===== config.mk =====
export PLATFORM = sky130hd
export DESIGN_NAME = tick_recovery
export DESIGN_NICKNAME = d
export VERILOG_FILES = /design/src/rtl/tick_recovery_pkg.sv /design/src/rtl/sync_edge_detect.sv /design/src/rtl/tick_recovery.sv
export SDC_FILE = /design/constraint.sdc
export NUM_CORES = 1
export LEC_CHECK = 0
export CAP_MARGIN = 20
export CORE_UTILIZATION = 35
export CTS_CLUSTER_DIAMETER = 200
export DETAILED_ROUTE_END_ITERATION = 10
export SLEW_MARGIN = 20
export SYNTH_ARGS = -nofsm -noshare
export SYNTH_HDL_FRONTEND = slang
export SYNTH_SLANG_ARGS = --single-unit

===== constraint.sdc =====
create_clock -name clk -period 5.77 [get_ports clk]
set_input_delay 0.577 -clock clk [delete_from_list [all_inputs] [get_ports clk]]
set_output_delay 0.577 -clock clk [all_outputs]
set_load 0.05 [all_outputs]

===== src/rtl/tick_recovery_pkg.sv =====
// Shared definitions for the divided-clock recovery path.
// Holds the lock-tracking state encoding and the default half-period,
// which the clock divider also uses so that both ends agree.
package tick_recovery_pkg;

    // Half-period of the divided clock, in main-clock cycles.
    localparam int DEFAULT_N = 250000;

    typedef enum logic [1:0] {
        ACQ    = 2'd0,
        LOCKED = 2'd1,
        LOST   = 2'd2
    } state_t;

endpackage : tick_recovery_pkg


===== src/rtl/sync_edge_detect.sv =====
// Two-flop synchroniser followed by a history flop. It produces registered,
// single-cycle pulses for the rising and falling edges of an asynchronous
// level input. The button inputs use it as well.
//
// Ports:
//   clk      in   system clock
//   rst      in   asynchronous, active-high reset
//   i_async  in   level signal from another clock domain
//   o_rise   out  one-cycle pulse per synchronised rising edge
//   o_fall   out  one-cycle pulse per synchronised falling edge
module sync_edge_detect
    import tick_recovery_pkg::*;
(
    input  logic clk,
    input  logic rst,
    input  logic i_async,
    output logic o_rise,
    output logic o_fall
);

    logic r_s1;
    logic r_s2;
    logic r_s3;
    logic r_rise;
    logic r_fall;
    logic w_rise;
    logic w_fall;

    // r_s3 holds the previous synchronised level, so these are true for
    // exactly one cycle per transition of r_s2.
    assign w_rise = r_s2 & ~r_s3;
    assign w_fall = ~r_s2 & r_s3;

    // NOTE: sequential state uses non-blocking assignments so each flop
    // samples the value its neighbour held before this edge; with blocking
    // assignments the synchroniser would collapse into a single stage.
    always_ff @(posedge clk or posedge rst) begin
        if (rst) begin
            r_s1   <= 1'b0;
            r_s2   <= 1'b0;
            r_s3   <= 1'b0;
            r_rise <= 1'b0;
            r_fall <= 1'b0;
        end else begin
            r_s1   <= i_async;
            r_s2   <= r_s1;
            r_s3   <= r_s2;
            r_rise <= w_rise;
            r_fall <= w_fall;
        end
    end

    assign o_rise = r_rise;
    assign o_fall = r_fall;

endmodule : sync_edge_detect


===== src/rtl/tick_recovery.sv =====
// Consumer end of the divided-clock path. Brings the slow toggling clock into
// the main clock domain as tick/tock enable strobes, measures the spacing
// between successive edges, and tracks whether that spacing matches the
// expected half-period. Early, late and missing edges are reported while
// locked.
//
// Ports:
//   clk              in   system clock
//   rst              in   asynchronous, active-high reset
//   i_slow_in        in   divided clock, asynchronous to clk
//   o_tick           out  one-cycle pulse per rising edge of i_slow_in
//   o_tock           out  one-cycle pulse per falling edge of i_slow_in
//   o_locked         out  high while edge spacing stays within N +/- TOL
//   o_err_early      out  pulse: interval below N-TOL while locked
//   o_err_late       out  pulse: interval above N+TOL while locked
//   o_err_missing    out  pulse: no edge within N+TOL cycles while locked
//   o_last_interval  out  most recent edge-to-edge interval in clk cycles
module tick_recovery
    import tick_recovery_pkg::*;
#(
    parameter int N          = DEFAULT_N,
    parameter int TOL        = 4,
    parameter int LOCK_COUNT = 4,
    parameter int W          = 32
) (
    input  logic         clk,
    input  logic         rst,
    input  logic         i_slow_in,
    output logic         o_tick,
    output logic         o_tock,
    output logic         o_locked,
    output logic         o_err_early,
    output logic         o_err_late,
    output logic         o_err_missing,
    output logic [W-1:0] o_last_interval
);

    // Tolerance window; the lower bound is clamped so it cannot wrap.
    localparam logic [W-1:0] WIN_LO  = (N > TOL) ? W'(N - TOL) : '0;
    localparam logic [W-1:0] WIN_HI  = W'(N + TOL);
    localparam logic [W-1:0] CNT_MAX = '1;
    localparam int           GW      = $clog2(LOCK_COUNT + 1);

    logic          w_rise;
    logic          w_fall;
    logic          w_edge;
    logic [W-1:0]  w_interval;
    logic          w_good;
    logic          w_short;

    state_t        r_state;
    logic [W-1:0]  r_cnt;
    logic [W-1:0]  r_last_interval;
    logic [GW-1:0] r_good_cnt;
    logic          r_have_ref;
    logic          r_err_early;
    logic          r_err_late;
    logic          r_err_missing;

    state_t        w_state_nxt;
    logic [GW-1:0] w_good_cnt_nxt;
    logic          w_have_ref_nxt;
    logic          w_early_nxt;
    logic          w_late_nxt;
    logic          w_missing_nxt;

    sync_edge_detect u_sync (
        .clk     (clk),
        .rst     (rst),
        .i_async (i_slow_in),
        .o_rise  (w_rise),
        .o_fall  (w_fall)
    );

    assign w_edge = w_rise | w_fall;

    // The edge cycle itself is part of the interval, hence cnt+1. A
    // saturated counter reports all-ones rather than wrapping to zero.
    assign w_interval = (r_cnt == CNT_MAX) ? CNT_MAX : r_cnt + W'(1);
    assign w_good     = (w_interval >= WIN_LO) && (w_interval <= WIN_HI);
    assign w_short    = (w_interval < WIN_LO);

    // NOTE: every signal written here gets a default first, so no path
    // leaves one unassigned and no latch is inferred.
    always_comb begin
        w_state_nxt    = r_state;
        w_good_cnt_nxt = r_good_cnt;
        w_have_ref_nxt = r_have_ref;
        w_early_nxt    = 1'b0;
        w_late_nxt     = 1'b0;
        w_missing_nxt  = 1'b0;

        if (w_edge) begin
            if (!r_have_ref) begin
                // The counter has been running since reset, not since an
                // edge, so the first interval is meaningless.
                w_have_ref_nxt = 1'b1;
            end else begin
                case (r_state)
                    ACQ: begin
                        if (!w_good) begin
                            w_good_cnt_nxt = '0;
                        end else if (r_good_cnt == GW'(LOCK_COUNT - 1)) begin
                            w_state_nxt    = LOCKED;
                            w_good_cnt_nxt = '0;
                        end else begin
                            w_good_cnt_nxt = r_good_cnt + GW'(1);
                        end
                    end
                    LOCKED: begin
                        if (!w_good) begin
                            w_early_nxt = w_short;
                            w_late_nxt  = ~w_short;
                            w_state_nxt = LOST;
                        end
                    end
                    LOST: begin
                        if (w_good) begin
                            w_state_nxt    = ACQ;
                            w_good_cnt_nxt = GW'(1);
                        end
                    end
                    default: begin
                        w_state_nxt    = ACQ;
                        w_good_cnt_nxt = '0;
                    end
                endcase
            end
        end else if ((r_state == LOCKED) && (r_cnt == WIN_HI)) begin
            // The next edge could only be late now; report it as missing
            // straight away instead of waiting for it.
            w_missing_nxt = 1'b1;
            w_state_nxt   = LOST;
        end
    end

    always_ff @(posedge clk or posedge rst) begin
        if (rst) begin
            r_state         <= ACQ;
            r_cnt           <= '0;
            r_last_interval <= '0;
            r_good_cnt      <= '0;
            r_have_ref      <= 1'b0;
            r_err_early     <= 1'b0;
            r_err_late      <= 1'b0;
            r_err_missing   <= 1'b0;
        end else begin
            r_state       <= w_state_nxt;
            r_good_cnt    <= w_good_cnt_nxt;
            r_have_ref    <= w_have_ref_nxt;
            r_err_early   <= w_early_nxt;
            r_err_late    <= w_late_nxt;
            r_err_missing <= w_missing_nxt;

            if (w_edge) begin
                r_cnt           <= '0;
                r_last_interval <= w_interval;
            end else if (r_cnt != CNT_MAX) begin
                r_cnt <= r_cnt + W'(1);
            end
        end
    end

    assign o_tick          = w_rise;
    assign o_tock          = w_fall;
    assign o_locked        = (r_state == LOCKED);
    assign o_err_early     = r_err_early;
    assign o_err_late      = r_err_late;
    assign o_err_missing   = r_err_missing;
    assign o_last_interval = r_last_interval;

endmodule : tick_recovery


==> impl_metrics.sql <==
INSERT INTO impl_metrics (metric_group, metric, value, unit) VALUES
('final_layout', 'layoutNonFillerInstCount', '632', ''),
('global_route', 'antenna_found_initial', '0', ''),
('setup_path', 'worst-path-max-fanout', '20', ''),
('placement', 'io_buffer_count', '40', ''),
('logic_synthesis', 'synth_sequential_area_ratio', '47.5', '%'),
('die', 'effective_utilization_at_floorplan', '36.0', '%'),
('logic_synthesis', 'synth_enable_flop_cells', '0', ''),
('die', 'core_region_area', '11400', 'µm²'),
('final_layout', 'area_delta_synth_final', '18.7', '%'),
('final_layout', 'final_cell_mix', 'sky130_fd_sc_hd__nor2_1, sky130_fd_sc_hd__dfrtp_1, sky130_fd_sc_hd__clkdlybuf4s50_1, sky130_fd_sc_hd__a21oi_1, sky130_fd_sc_hd__nand2_1', ''),
('logic_synthesis', 'post_synth.cell_area_avg', '8.94', 'µm²'),
('setup_path', 'worstSetupStartpointType', 'flip-flop', ''),
('timing', 'rsz0062_at_grt', 'false', ''),
('placement', 'gp_congestion', '0.952', ''),
('power_and_ir_drop', 'ir_drop', '0.000136', 'V'),
('timing', 'hold_violations', '0', ''),
('status', 'status', 'completed', ''),
('final_layout', 'nets', '490', ''),
('final_layout', 'fill_cell_instance_count_of_the_final_layout', '1177', ''),
('clock_tree', 'cts.sinks', '78', ''),
('power_and_ir_drop', 'power_density', '283', 'nW/µm²'),
('route', 'drcViolationCount', '0', ''),
('setup_path', 'max_stage_delay', '0.79', 'ns'),
('setup_path', 'crit_arrival', '4.24', 'ns'),
('route', 'detailroute.via_count', '3414', ''),
('setup_path', 'type_of_destination_of_the_critical_path', 'flip-flop', ''),
('setup_path', 'cell_count_along_the_critical_path', '8', ''),
('logic_synthesis', 'synth-main-ff-cell', 'sky130_fd_sc_hd__dfrtp_1', ''),
('clock_tree', 'clk_root_buffer_cell', 'sky130_fd_sc_hd__clkbuf_16', ''),
('setup_path', 'worst_path_dominant_cell_family', 'simple AND/OR/NAND/NOR gates', ''),
('power_and_ir_drop', 'p_leak', '2.06', 'nW'),
('clock_tree', 'clk_buf_depth', '2', ''),
('timing', 'fmax', '250', 'MHz'),
('logic_synthesis', 'synth_area', '4110', 'µm²'),
('route', 'wl', '10300', 'µm'),
('setup_path', 'rr_worst_depth', '8', ''),
('setup_path', 'critical_path_class', 'reg -> reg', ''),
('timing', 'least_margin_pin_slew', '0.896', 'ns'),
('timing', 'fin_crit_sh', '69.3', '%'),
('timing', 'min_period', '4.00', 'ns'),
('timing', 'fin_skew', '0.00753', 'ns'),
('logic_synthesis', 'synth.net_count', '466', ''),
('setup_path', 'cp.buffers_inverters', '0', ''),
('global_route', 'grt_remaining_overflow', '0', ''),
('route', 'dr.first_iter.drc_count', '222', ''),
('placement', 'dp_hpwl', '7180', 'µm'),
('placement', 'dpl_cell_area', '4590', 'µm²'),
('route', 'drt_pre_antenna_iters', '7', ''),
('logic_synthesis', 'number_of_warnings_printed_during_yosys_synthesis', '0', ''),
('timing', 'setup-violations-final', '0', ''),
('route', 'vias_per_cell', '5.40', ''),
('die', 'floorplan.io_pins', '41', ''),
('clock_tree', 'worst_setup_hold_path_clk_slew', '0.06', 'ns'),
('timing', 'setup_total_negative_slack', '0', 'ns'),
('final_layout', 'stdcell_area', '4880', 'µm²'),
('setup_path', 'crit-reg2reg-capture', 'r_good_cnt[1]', ''),
('final_layout', 'num_antenna_cells', '0', ''),
('die', 'y_dimension_of_the_die', '110', 'µm'),
('global_route', 'grt_start_max_net_pins', '90', ''),
('clock_tree', 'cts_inserted_buffers', '9', ''),
('setup_path', 'setup.reg_to_reg.worst_slack', '1.77', 'ns'),
('placement', 'placedCellCount', '616', ''),
('setup_path', 'critical_path_required', '6.01', 'ns'),
('logic_synthesis', 'yosysUniqueCellTypes', '58', ''),
('global_route', 'grt_use_total', '18.3', '%'),
('clock_tree', 'postCtsSetupRepairBufs', '0', ''),
('min_path', 'worstHoldEndpoint', 'u_sync.r_s2', ''),
('setup_path', 'critical-path-slowest-cell', 'sky130_fd_sc_hd__nand4_1', ''),
('min_path', 'timing.hold.worst.start', 'u_sync.r_s1', ''),
('final_layout', 'final_common_cell', 'sky130_fd_sc_hd__nor2_1', ''),
('clock_tree', 'tritoncts_clock_tree', 'yes', '');
==> cell families after synthesis <==
kind of cell,count (synthesis),share of synthesized area [%]
AO/OA/AOI/OAI,79,12.2
adder cells (fa/ha/maj),3,0.913
flip-flops,78,47.5
AND/OR/NAND/NOR,228,28.1
multiplexers,6,1.52
buffers and inverters,37,3.65
XOR/XNOR,29,6.18
==> how the worst max path moves through the flow <==
stage / slack (ns) / end / from
finish: 1.77 / r_good_cnt[1] / r_cnt[1]
global route: 1.42 / r_good_cnt[1] / r_cnt[1]
CTS: 1.75 / r_good_cnt[1] / r_cnt[1]
detailed placement: 1.76 / r_good_cnt[1] / r_cnt[1]
global placement: 2.00 / r_good_cnt[1] / r_cnt[1]
floorplan: 2.98 / r_good_cnt[1] / r_cnt[0]
==> routing by layer <==
| layer | global-route usage, % | wire, µm | up-vias |
|---|---|---|---|
| li1 | - | - | 1673 |
| met1 | 27.4 | 5080 | 1637 |
| met2 | 24.9 | 4400 | 83 |
| met3 | 2.70 | 447 | 21 |
| met4 | 9.87 | 322 | 0 |
| met5 | 0 | 0 | - |
==> state kept, by name, indices dropped and copies added (netlist names), 2 cells and up <==
register / cells
o_last_interval: 32
r_cnt: 32
r_good_cnt: 3
r_state: 2
==> power breakdown <==
| group | internal, W | switching [W] | total, W |
|---|---|---|---|
| Sequential | 0.000577 | 0.0000239 | 0.000601 |
| Clock | 0.000336 | 0.000221 | 0.000557 |
| Combinational | 0.0000673 | 0.000154 | 0.000221 |
==> synthesized netlist by cell type, types with 2 or more instances <==
cell | number | share of area [%]
sky130_fd_sc_hd__or4_1 | 2 | 0.37
sky130_fd_sc_hd__nand2b_1 | 5 | 0.76
sky130_fd_sc_hd__or3_1 | 3 | 0.46
sky130_fd_sc_hd__buf_2 | 9 | 1.1
sky130_fd_sc_hd__nand3_1 | 20 | 2.4
sky130_fd_sc_hd__nand4_1 | 20 | 3.0
sky130_fd_sc_hd__mux2i_1 | 4 | 0.97
sky130_fd_sc_hd__nor3_2 | 2 | 0.49
sky130_fd_sc_hd__nor3_1 | 10 | 1.2
sky130_fd_sc_hd__xor2_1 | 13 | 2.8
sky130_fd_sc_hd__inv_1 | 7 | 0.64
sky130_fd_sc_hd__xnor2_1 | 16 | 3.4
sky130_fd_sc_hd__ha_1 | 3 | 0.91
sky130_fd_sc_hd__buf_1 | 2 | 0.18
sky130_fd_sc_hd__a21oi_1 | 34 | 4.1
sky130_fd_sc_hd__nor4_1 | 6 | 0.91
sky130_fd_sc_hd__and2_1 | 5 | 0.76
sky130_fd_sc_hd__o21a_1 | 2 | 0.37
sky130_fd_sc_hd__nand2_1 | 23 | 2.1
sky130_fd_sc_hd__nor2_1 | 99 | 9.0
sky130_fd_sc_hd__o311ai_0 | 2 | 0.43
sky130_fd_sc_hd__a31o_2 | 2 | 0.43
sky130_fd_sc_hd__and4_1 | 6 | 1.3
sky130_fd_sc_hd__clkbuf_1 | 19 | 1.7
sky130_fd_sc_hd__nand4_2 | 2 | 0.61
sky130_fd_sc_hd__nor2b_1 | 4 | 0.61
sky130_fd_sc_hd__and3_1 | 10 | 1.5
sky130_fd_sc_hd__a31oi_1 | 11 | 1.7
sky130_fd_sc_hd__o21ai_0 | 13 | 1.6
sky130_fd_sc_hd__dfrtp_1 | 78 | 47
==> per-stage QoR <==
step                util (%)  setup WS [ns]  power (W)
floorplan                  -           2.98   0.000762
global placement        40.2           2.00   0.000830
detailed placement      40.2           1.76   0.000833
CTS                     42.7           1.75    0.00139
global route            42.7           1.42    0.00144
finish                  42.7           1.77    0.00138
==> layout make-up <==
class | instances | area, µm² | area share [%]
Inverter | 7 | 26.3 | 0.538
Multi-Input combinational cell | 345 | 2010 | 41.2
Clock buffer | 11 | 233 | 4.77
Timing Repair Buffer | 43 | 423 | 8.67
Tap cell | 143 | 179 | 3.67
Clock inverter | 5 | 58.8 | 1.21
Sequential cell | 78 | 1950 | 40.0
Note: power is estimated with default switching activity, not from simulation.
